File: src/rtl/spi_bitrev_pkg.sv
// Shared types and helpers for the bit-reversing SPI slave test device.
// Holds the FSM state encoding, the word-reverse function and the status counter width.
package spi_bitrev_pkg;

    typedef enum logic [1:0] {
        IDLE = 2'd0,
        RX   = 2'd1,
        TX   = 2'd2,
        DONE = 2'd3
    } state_t;

    localparam int XFER_CNT_W = 16;
    localparam int MAX_W      = 32;
    localparam int IDX_W      = $clog2(MAX_W);

    // Reverses the low w bits of din; bits at and above w come back as zero.
    function automatic logic [MAX_W-1:0] bit_rev(input logic [MAX_W-1:0] din, input int w);
        logic [MAX_W-1:0] r;
        r = '0;
        for (int i = 0; i < MAX_W; i++) begin
            if (i < w) begin
                r[IDX_W'(i)] = din[IDX_W'(w - 1 - i)];
            end
        end
        return r;
    endfunction

endpackage

File: src/rtl/spi_sync_edge.sv
// Multi-flop synchroniser for one asynchronous SPI pin, with rise/fall pulse detection
// on the synchronised level. Reset value is configurable so idle-high pins reset high.
module spi_sync_edge #(
    parameter int   SYNC_STAGES = 2,
    parameter logic RESET_VAL   = 1'b0
) (
    input  logic clock,
    input  logic reset,
    input  logic din,
    output logic level,
    output logic rise,
    output logic fall
);

    logic [SYNC_STAGES-1:0] chain;
    logic                   prev;

    // prev holds the previous synchronised sample so edges are seen one clock after settling
    always_ff @(posedge clock or posedge reset) begin
        if (reset) begin
            chain <= {SYNC_STAGES{RESET_VAL}};
            prev  <= RESET_VAL;
        end else begin
            chain <= {chain[SYNC_STAGES-2:0], din};
            prev  <= chain[SYNC_STAGES-1];
        end
    end

    assign level = chain[SYNC_STAGES-1];
    assign rise  = level & ~prev;
    assign fall  = ~level & prev;

endmodule

File: src/rtl/spi_bitrev_slave.sv
// SPI mode-0 slave on the system clock: receives a DATA_W-bit word, then returns it bit-reversed
// in the same ss window. Optional status outputs are enabled by defining SPI_BITREV_STATUS_EN.
module spi_bitrev_slave
    import spi_bitrev_pkg::*;
#(
    parameter int DATA_W      = 8,
    parameter int SYNC_STAGES = 2
) (
    input  logic                  clock,
    input  logic                  reset,
    input  logic                  sck,
    input  logic                  ss,
    input  logic                  mosi,
    output logic                  miso
`ifdef SPI_BITREV_STATUS_EN
    ,
    output logic                  xfer_done,
    output logic [XFER_CNT_W-1:0] xfer_cnt
`endif
);

    localparam int                CNT_W    = $clog2(DATA_W) + 1;
    localparam logic [CNT_W-1:0]  CNT_LAST = CNT_W'(DATA_W - 1);

    logic sck_lvl, sck_rise, sck_fall;
    logic ss_lvl, ss_rise, ss_fall;
    logic mosi_lvl, mosi_rise, mosi_fall;
    logic unused_edges;

    state_t            state;
    logic [DATA_W-1:0] rx_reg;
    logic [DATA_W-1:0] tx_reg;
    logic [CNT_W-1:0]  bit_cnt;
    logic [DATA_W-1:0] rx_next;
    logic [DATA_W-1:0] rx_rev;
    logic              cnt_last;

    spi_sync_edge #(.SYNC_STAGES(SYNC_STAGES), .RESET_VAL(1'b0)) u_sync_sck (
        .clock (clock),
        .reset (reset),
        .din   (sck),
        .level (sck_lvl),
        .rise  (sck_rise),
        .fall  (sck_fall)
    );

    spi_sync_edge #(.SYNC_STAGES(SYNC_STAGES), .RESET_VAL(1'b1)) u_sync_ss (
        .clock (clock),
        .reset (reset),
        .din   (ss),
        .level (ss_lvl),
        .rise  (ss_rise),
        .fall  (ss_fall)
    );

    spi_sync_edge #(.SYNC_STAGES(SYNC_STAGES), .RESET_VAL(1'b0)) u_sync_mosi (
        .clock (clock),
        .reset (reset),
        .din   (mosi),
        .level (mosi_lvl),
        .rise  (mosi_rise),
        .fall  (mosi_fall)
    );

    assign unused_edges = ^{sck_lvl, ss_rise, ss_fall, mosi_rise, mosi_fall};

    assign rx_next  = {rx_reg[DATA_W-2:0], mosi_lvl};
    assign rx_rev   = DATA_W'(bit_rev(MAX_W'(rx_next), DATA_W));
    assign cnt_last = (bit_cnt == CNT_LAST);

    // A synchronised ss high overrides any sck edge in the same cycle and discards a partial word.
    always_ff @(posedge clock or posedge reset) begin
        if (reset) begin
            state   <= IDLE;
            miso    <= 1'b1;
            rx_reg  <= '0;
            tx_reg  <= '0;
            bit_cnt <= '0;
        end else if (ss_lvl) begin
            state   <= IDLE;
            miso    <= 1'b1;
            rx_reg  <= '0;
            bit_cnt <= '0;
        end else begin
            unique case (state)
                IDLE: begin
                    miso    <= 1'b1;
                    bit_cnt <= '0;
                    state   <= RX;
                end
                RX: begin
                    if (sck_rise) begin
                        rx_reg <= rx_next;
                        if (cnt_last) begin
                            tx_reg  <= rx_rev;
                            bit_cnt <= '0;
                            state   <= TX;
                        end else begin
                            bit_cnt <= bit_cnt + 1'b1;
                        end
                    end
                end
                TX: begin
                    if (sck_fall) begin
                        miso   <= tx_reg[DATA_W-1];
                        tx_reg <= {tx_reg[DATA_W-2:0], 1'b0};
                        if (cnt_last) begin
                            bit_cnt <= '0;
                            state   <= DONE;
                        end else begin
                            bit_cnt <= bit_cnt + 1'b1;
                        end
                    end
                end
                DONE: begin
                    // Last reply bit is held until the master's closing sck fall, then miso idles high.
                    if (sck_fall) begin
                        miso <= 1'b1;
                    end
                end
                default: begin
                    state <= IDLE;
                end
            endcase
        end
    end

`ifdef SPI_BITREV_STATUS_EN
    // Counts only transfers whose TX phase completed; aborts are filtered by the ss check.
    always_ff @(posedge clock or posedge reset) begin
        if (reset) begin
            xfer_done <= 1'b0;
            xfer_cnt  <= '0;
        end else if (!ss_lvl && state == TX && sck_fall && cnt_last) begin
            xfer_done <= 1'b1;
            xfer_cnt  <= xfer_cnt + 1'b1;
        end else begin
            xfer_done <= 1'b0;
        end
    end
`endif

endmodule

File: config.mk
export PLATFORM = sky130hd
export DESIGN_NAME = spi_bitrev_slave
export DESIGN_NICKNAME = d
export VERILOG_FILES = /design/src/rtl/spi_bitrev_pkg.sv /design/src/rtl/spi_sync_edge.sv /design/src/rtl/spi_bitrev_slave.sv
export SDC_FILE = /design/constraint.sdc
export NUM_CORES = 1
export LEC_CHECK = 0
export BUFFER_PORTS_ARGS = -buffer_cell sky130_fd_sc_hd__buf_4
export CAP_MARGIN = 20
export CORE_MARGIN = 5
export CORE_UTILIZATION = 39
export DETAILED_ROUTE_END_ITERATION = 6
export GPL_ROUTABILITY_DRIVEN = 0
export HOLD_SLACK_MARGIN = 0.12
export PLACE_DENSITY = 0.65
export SLEW_MARGIN = 20
export SYNTH_ARGS = -nofsm -noshare
export SYNTH_HDL_FRONTEND = slang
export SYNTH_SLANG_ARGS = --single-unit
File: constraint.sdc
create_clock -name clock -period 3.65 [get_ports clock]
set_input_delay 0.1825 -clock clock [delete_from_list [all_inputs] [get_ports clock]]
set_output_delay 0.1825 -clock clock [all_outputs]
set_load 0.01 [all_outputs]
# Yosys cells after proc, flatten, opt, wreduce, memory -nomap -nowiden
# Cells that the tools add are included.
[word_totals] inputBits=5 output_inout_bits=1 ff_bits=29
[op_classes] mux=22 reduce_logical=11 bitwise_logic=5 eq_ne=12 n_addsub=1
[ops] cell="$mux 8" n=3
[ops] cell="$mux 7" n=3
[ops] cell="$mux 4" n=4
[ops] cell="$pmux 8 s2" n=1
[ops] cell="$ne 3x2->1 const B" n=5
[ops] cell="$pmux 4 s3" n=1
[ops] cell="$mux 2" n=5
[ops] cell="$reduce_and 5->1" n=2
[ops] cell="$reduce_bool 4->1" n=2
[ops] cell="$ne 2x2->1 const B" n=3
[ops] cell="$pmux 2 s3" n=1
[ops] cell="$reduce_and 3->1" n=2
[ops] cell="$reduce_bool 2->1" n=3
[ops] cell="$add 4x1->4 const B" n=1
[ops] cell="$eq 2x2->1 const B" n=2
[ops] cell="$eq 4x3->1 const B" n=1
[ops] cell="$mux 1" n=3
[ops] cell="$not 1->1" n=3
[ops] cell="$pmux 1 s3" n=1
[ops] cell="$and 1x1->1" n=2
[ops] cell="$eq 2x1->1 const B" n=1
[ops] cell="$logic_not 2->1" n=1
[ops] cell="$reduce_and 2->1" n=1

# Depth between registers and ports, before layout
# Gate-level depths: netlist of run 1.
[depth] ltp_word=5 ltp_mapped=7 ltp_nobuf=6

# Modules after synthesis
# A second synthesis of run 1 with hierarchy kept.
[hier_totals] hier_cells=140 hier_area_um2=1482.7
[by_module_without_submodules] module="spi_bitrev_slave" area_each_um2=1197.4 instances=1 seq_area_each_um2=551.8 cells_per_inst=122
[by_module_without_submodules] module="spi_sync_edge at u_sync_mosi ..." area_each_um2=93.8 instances=2 seq_area_each_um2=75.1 cells_per_inst=6
[by_module_without_submodules] module="spi_sync_edge at u_sync_ss" area_each_um2=97.6 instances=1 seq_area_each_um2=78.8 cells_per_inst=6

# Worst setup path before layout of run 1
# OpenSTA, ideal clock, no wires.
[synth_path] kind="register to register" start="register state[0]" end="register tx_reg[0]" period_less_slack_ps=1841 required_ps=3525 stages_incl_launch_ff=8 arrival_ps=1716 slack_ps=1809 setup_ps=125 cell_sequence="dfrtp_1 inv_1 ha_1 buf_6 nor3b_2 nand2_2 a21oi_4 mux2_4"
[synth_between] elab_chain_len=3 word_cells_on_any_way=8 classes_between="5 x eq/ne; 1 x mux; 2 x reduce/logical"
[synth_lines] element="from (decl)" line="spi_bitrev_slave.sv:30" source="state_t state;"
[synth_lines] element="from (signal assigned)" line="spi_bitrev_slave.sv:74" source="state <= IDLE;"
[synth_lines] element="from (signal assigned)" line="spi_bitrev_slave.sv:80" source="state <= IDLE;"
[synth_lines] element="from (signal assigned)" line="spi_bitrev_slave.sv:89" source="state <= RX;"
[synth_lines] element="$eq 2x1->1 or $eq 2x2->1 (tied branches)" line="spi_bitrev_slave.sv:85" source="unique case (state)"
[synth_lines] element="$ne 2x2->1 (no source line) or $reduce_bool 2->1 (tied branches)"
[synth_lines] element="$reduce_and 5->1 (no source line)"
[synth_lines] element="to (signal assigned)" line="spi_bitrev_slave.sv:95" source="tx_reg <= rx_rev;"
[synth_lines] element="to (signal assigned)" line="spi_bitrev_slave.sv:106" source="tx_reg <= {tx_reg[DATA_W-2:0], 1'b0};"
[synth_lines] element="to (decl)" line="spi_bitrev_slave.sv:32" source="logic [DATA_W-1:0] tx_reg;"
# Several ways; a longest one is shown, not always the timed one.
# A chain may end at the register's enable or synchronous reset.

# Final worst setup path of run 1
[layout_path] start="register state[0]" end="register tx_reg[6]"
# The elaborated chain is that of the path after synthesis.

==> run metrics, run 1 <==
Final Util 46.21%; Clock Power Share 32.3%; later-pin clock latency in the skew report 280 ps; final wirelength 2393 um; clk slew on worst S/H paths 60 ps; initial antenna violation count 0; Hold Path Class reg2reg; global-route wire length before repair 4126 um; fin crit share 55.91%; Peak Freq 490.0 MHz; Starting Density 39.88%; DIE AREA 5034 um2; Finished Layout Cells 172; Worst-Margin Slew 609.8 ps; H-tree levels 2; fin. max-slew vios 0; global-route usage over all layers 10.78%; max FFs per register 8; Seq pwr share 36.2%; leakage 0.0008324 uW; Yosys warnings 0; Setup crit end kind flop; DRC viols 0; Clock Skew 6.241 ps; Post-Syn Area 1449 um2; synthesized net count 122; Post-Syn Instances 111; Final #Nets 134; Sink Count 29; clock root buffer clkbuf_8; status complete, no violations; largest net degree at the start of global routing 30; synth cell count leaders dfrtp_1 (26), mux2_4 (11), nor2_1 (10); Vias per Instance 4.988; total global routing overflow 0; switching share of total power 30.46%; area growth from synthesis to final layout 15.89%; drt pass-1 iters 4; crit-path max FO 10; Post-CTS Setup Bufs 0; Final Power 1065 uW; Critical Path RT 3810 ps; vias in the first global route 882; Top-Level Pins 6; ranking of synthesized cells by area dfrtp_1 (45%), mux2_4 (11%), mux2i_1 (5.5%); Rel. slew slack 59.29%; Max IR drop VDD 0.2885 mV; die height 70.95 um; Setup crit start kind flop; hpwl dp 1573 um; share of the synthesized area in the top cell type 44.91%; Int Pwr 740.4 uW; PortBufs 5; TNS Setup 0 ps; TritonCTS clock tree yes; routed vias 858; Final setup viols 0; register area share after synthesis 50.35%; minimum clock period 2041 ps; Site Rows 22; most common cell in the netlist dfrtp_1; Post-synth EDFFs 0; initial drt markers 38; unrepaired setup endpoints after global routing no; Placed Cells 160; wire length per cell 13.91 um; Final ANT Viol Nets 0; Distinct cells, synth 32; layout cell share with drive strength beyond 1 33.06%; synthesized flop and latch total 29; CTS Buffer Depth 2; ys flop type dfrtp_1; sw power 324.4 uW; Core Area 3633 um2; Setup CP Type reg2reg; max cap viols 0; Ant. Diodes 0; crit path DAT 2200 ps; PwrDens 634.1 nW/um2; combinational fraction of design power 31.6%; Post-synth ARST share 100.0%; CTS buffer count 5; most area-hungry cell type in the Yosys netlist dfrtp_1; CTS resizes 0; width of the die 70.95 um; Mapped Avg Cell Area 13.05 um2; Final Hold Vio Count 0
[critical path, cell delays in order, from the launching register on]
cell	delay, ps
dfrtp_1	390
inv_1	90
ha_1	360
nor3b_2	280
nand2_2	90
a21oi_4	360
mux2_4	340
[stage by stage]
stage               worst slack [ps]  hold slack (ps)  instance area [um2]
floorplan                       1809            187.0                 1449
global placement                1663            291.6                 1523
detailed placement              1599            294.4                 1523
CTS                             1586            224.8                 1669
global route                    1422            360.0                 1679
finish                          1609            349.4                 1679
[cell families after synthesis]
family | after synthesis | share of synthesized area, %
flops | 29 | 50.35
mux | 26 | 22.37
simple gates | 24 | 9.845
compound gates | 15 | 8.809
buf+inv | 11 | 3.454
fa+ha+maj | 6 | 5.181
[repair_timing]
action	in CTS	in global routing
endpoints found under the hold margin	3	26
endpoints found under the setup margin	0	0
hold buffers	3	1
[area by class of cell]
class	count	area, um2
timing repair buffer	9	77.57
multi-input combinational	71	669.4
tap	48	60.06
fill	334	1954
inverter	7	26.28
clock inverter	1	30.03
clock buffer	7	86.33
sequential	29	729.5
[placed cells by master (no fill, tap or decap), drive strengths merged]
cell / n
dfrtp: 26
a21boi: 1
buf: 5
ha: 6
nor3: 1
a21o: 1
mux2i: 8
a21oi: 5
o2bb2ai: 2
clkbuf: 7
nand2: 1
o31ai: 1
dlygate4sd3: 4
o211ai: 1
bufinv: 1
nor2: 10
a31oi: 1
and3b: 1
nor3b: 2
nand2b: 2
and3: 2
inv: 7
mux2: 18
o21ai: 3
nor2b: 2
nor4b: 1
dfstp: 3
or4: 1
nand3b: 1
[power groups by stage]
stage | clock network [uW] | logic (uW) | registers, uW
2_1_floorplan | 0 | 285 | 381
6_report | 344 | 336 | 385
3_3_place_gp | 0 | 321 | 388
3_5_place_dp | 0 | 331 | 389
4_1_cts | 351 | 339 | 385
5_1_grt | 362 | 371 | 390
[per-layer routing]
metal,global-route usage [%],wire length [um],vias up
li1,-,-,406
met1,13.63,1073,425
met2,15.55,1163,19
met3,3.125,77,8
met4,7.933,79,0
met5,0,0,-
[final timing paths]
check / start / end / slack, ps / cells past startpoint
worst max register to register: state[0]$_DFFE_PP0P_ / tx_reg[6]$_DFFE_PP0P_ / 1610 / 6
worst max-delay path: state[0]$_DFFE_PP0P_ / tx_reg[6]$_DFFE_PP0P_ / 1610 / 6
max in group asynchronous: reset / state[1]$_DFFE_PP0P_ / 2710 / 3
worst min register to register: u_sync_mosi.chain[0]$_DFF_PP0_ / u_sync_mosi.chain[1]$_DFF_PP0_ / 350 / 0
worst min-delay path: u_sync_mosi.chain[0]$_DFF_PP0_ / u_sync_mosi.chain[1]$_DFF_PP0_ / 350 / 0
min in group asynchronous: reset / bit_cnt[3]$_DFFE_PP0P_ / 540 / 3
No activity file was read; power rests on OpenSTA's default activity.
==> run 2: changes to the inputs <==
--- a/config.mk
+++ b/config.mk
@@ -5,6 +5,7 @@
 export SDC_FILE = /design/constraint.sdc
 export NUM_CORES = 1
 export LEC_CHECK = 0
+export ABC_AREA = 1
 export BUFFER_PORTS_ARGS = -buffer_cell sky130_fd_sc_hd__buf_4
 export CAP_MARGIN = 20
 export CORE_MARGIN = 5
==> constraint.sdc (replaced) <==
create_clock -name clock -period 2.05 [get_ports clock]
set_input_delay 0.1025 -clock clock [delete_from_list [all_inputs] [get_ports clock]]
set_output_delay 0.1025 -clock clock [all_outputs]
set_load 0.01 [all_outputs]
==> run 2 against run 1 <==
  * Total power increased by 65%
  * Final area unchanged
  * Via count increased by 26%
  * Clock-buffer cell count increased by 1
  * Global-route usage increased by 1.1 points
  * Utilization unchanged
  * Routed wire length increased by 3.5%
  * Clock power increased by 26%
  * Critical path depth increased by 3
  * Clock skew about the same
  * Largest power group unchanged
==> run metrics, run 2 <==
ys flop type dfrtp_1; initial antenna violation count 0; Site Rows 22; TNS Setup 0 ps; design area 1679 um2; Post-Syn Instances 161; final wirelength 2477 um; Sink Count 29; CTS buffer count 5; minimum clock period 1519 ps; clk slew on worst S/H paths 60 ps; share of the synthesized area in the top cell type 44.60%; worst path bufs/invs 2; later-pin clock latency in the skew report 270 ps; DIE AREA 5064 um2; Post-synth EDFFs 0; crit path DAT 1690 ps; Final #Nets 188; Post-Syn Area 1459 um2; PwrDens 1046 nW/um2; largest net degree at the start of global routing 30; Vias per Instance 4.765; CP max stage cell dfrtp_1; Top-Level Pins 6; Distinct cells, synth 24; unrepaired setup endpoints after global routing no; DRC viols 0; PortBufs 5; most area-hungry cell type in the Yosys netlist dfrtp_1; wire length per cell 10.96 um; Final ANT Viol Nets 0; hpwl dp 1809 um; fin crit share 74.11%; Core Area 3633 um2; max cap viols 0; initial drt markers 42; routed vias 1077; drt pass-1 iters 4; fin. max-slew vios 0; synthesized flop and latch total 29; Post-CTS Hold Buffers 4; most frequent cells in the layout nand2_1 (38), dfrtp_1 (26), nand3_1 (19); Setup crit start kind flop; slowest stage delay, CP 390 ps; GRT busiest layer met2; Worst-Margin Slew 353.5 ps; family with the most delay on the worst path simple AND/OR/NAND/NOR gates; clock root buffer clkbuf_8; CTS Buffer Depth 2; H-tree levels 2; global-route wire length before repair 4692 um; Mapped Avg Cell Area 9.061 um2; ranking of synthesized cells by area dfrtp_1 (45%), nand2_1 (9.8%), nand3_1 (6.5%); routing usage on met3 3.977%; Yosys warnings 0; Clock Skew 5.979 ps; global-route usage over all layers 11.84%; Starting Density 40.15%; Ant. Diodes 0; area growth from synthesis to final layout 15.09%; Post-synth ARST share 100.0%; Setup crit end kind flop; synth cell count leaders nand2_1 (38), dfrtp_1 (26), nand3_1 (19); Hold Path Class reg2reg; crit-path max FO 16; leakage 0.0008000 uW; Post-CTS Setup Bufs 0; max FFs per register 8; synthesized net count 172; Max IR drop VDD 0.4571 mV; placed cell area 1559 um2; width of the die 71.16 um; most common cell after layout, fill and taps aside nand2_1; Final Hold Vio Count 0; TritonCTS clock tree yes; met1 Use GR 15.64%; layout cell share with drive strength beyond 1 20.79%; met2 Usage GRT 16.53%; status complete, no violations; total global routing overflow 0; register area share after synthesis 50.00%; most common cell in the netlist nand2_1; Rel. slew slack 76.44%; Critical Path RT 2220 ps; Setup CP Type reg2reg; critical-path cell list inv_1 -> ha_1 -> buf_4 -> nand2_2 -> nand2_4 -> nor2_8 -> nand2_4 -> nand2_1 -> nand2_1; Peak Freq 658.2 MHz; CTS resizes 0; vias in the first global route 1038; die height 71.16 um; Final setup viols 0
run 2: changes by cell type in the layout (fill, tap and decap cells not counted), moves of 4 or more:
cell     change
nor2_1       -4
mux2i_1      -8
o21ai_1      +4
inv_1        +7
nand4_1      +6
nand2_4      +4
nand3_1     +19
mux2_2       -7
o21ai_0      +9
mux2_4      -11
nand2_2      +5
nand2_1     +38
run 2: cell type report:
type,count,area (um2)
repair buffers,11,92.59
well taps,48,60.06
clock buffers,8,80.08
flip-flops and latches,29,729.5
fillers,363,1954
multi-input cells,113,651.9
inverters,17,65.06
run 2: cells by family after synthesis:
| kind of cell | synth area share [%] |
|---|---|
| buf+inv | 5.317 |
| simple gates | 30.10 |
| flops | 50.00 |
| fa+ha+maj | 5.146 |
| compound gates | 9.435 |
run 2: stage by stage:
stage	hold WS [ps]	util [%]	power, uW	std cells	setup slack (ps)
detailed placement	198.7	42.91	1328	214	534.2
finish	346.4	46.21	1756	226	530.8
CTS	349.8	46.21	1781	226	514.9
global placement	197.2	42.91	1314	214	535.2
global route	353.8	46.21	1908	226	381.8
floorplan	107.0	-	1210	161	677.3
run 2: power by group:
part           switching [uW]  leakage (uW)  internal [uW]  total [uW]
Combinational             401      0.000382            206         607
Sequential               61.2      0.000378            654         715
Clock                     194     0.0000395            240         434
Total                     656      0.000800           1100        1760
run 2: path summary, 6_finish.rpt:
kind                                                 from                              to  slack [ps]  depth (start not counted)
max                                  state[0]$_DFFE_PP0P_           tx_reg[7]$_DFFE_PP0P_         530                          9
min                        u_sync_mosi.chain[0]$_DFF_PP0_  u_sync_mosi.chain[1]$_DFF_PP0_         350                          0
max reg2reg                          state[0]$_DFFE_PP0P_           tx_reg[7]$_DFFE_PP0P_         530                          9
min reg2reg                u_sync_mosi.chain[0]$_DFF_PP0_  u_sync_mosi.chain[1]$_DFF_PP0_         350                          0
max in group asynchronous                           reset    u_sync_ss.chain[1]$_DFF_PP1_        1290                          4
min in group asynchronous                           reset           tx_reg[5]$_DFFE_PP0P_         450                          4
run 2: routing by layer:
| metal | up-vias | wire (um) | part of all wire, % |
|---|---|---|---|
| li1 | 560 | - | - |
| met3 | 9 | 80 | 3.2 |
| met2 | 14 | 1086 | 44 |
| met1 | 494 | 1234 | 50 |
| met4 | 0 | 74 | 3.0 |
| met5 | - | 0 | 0 |
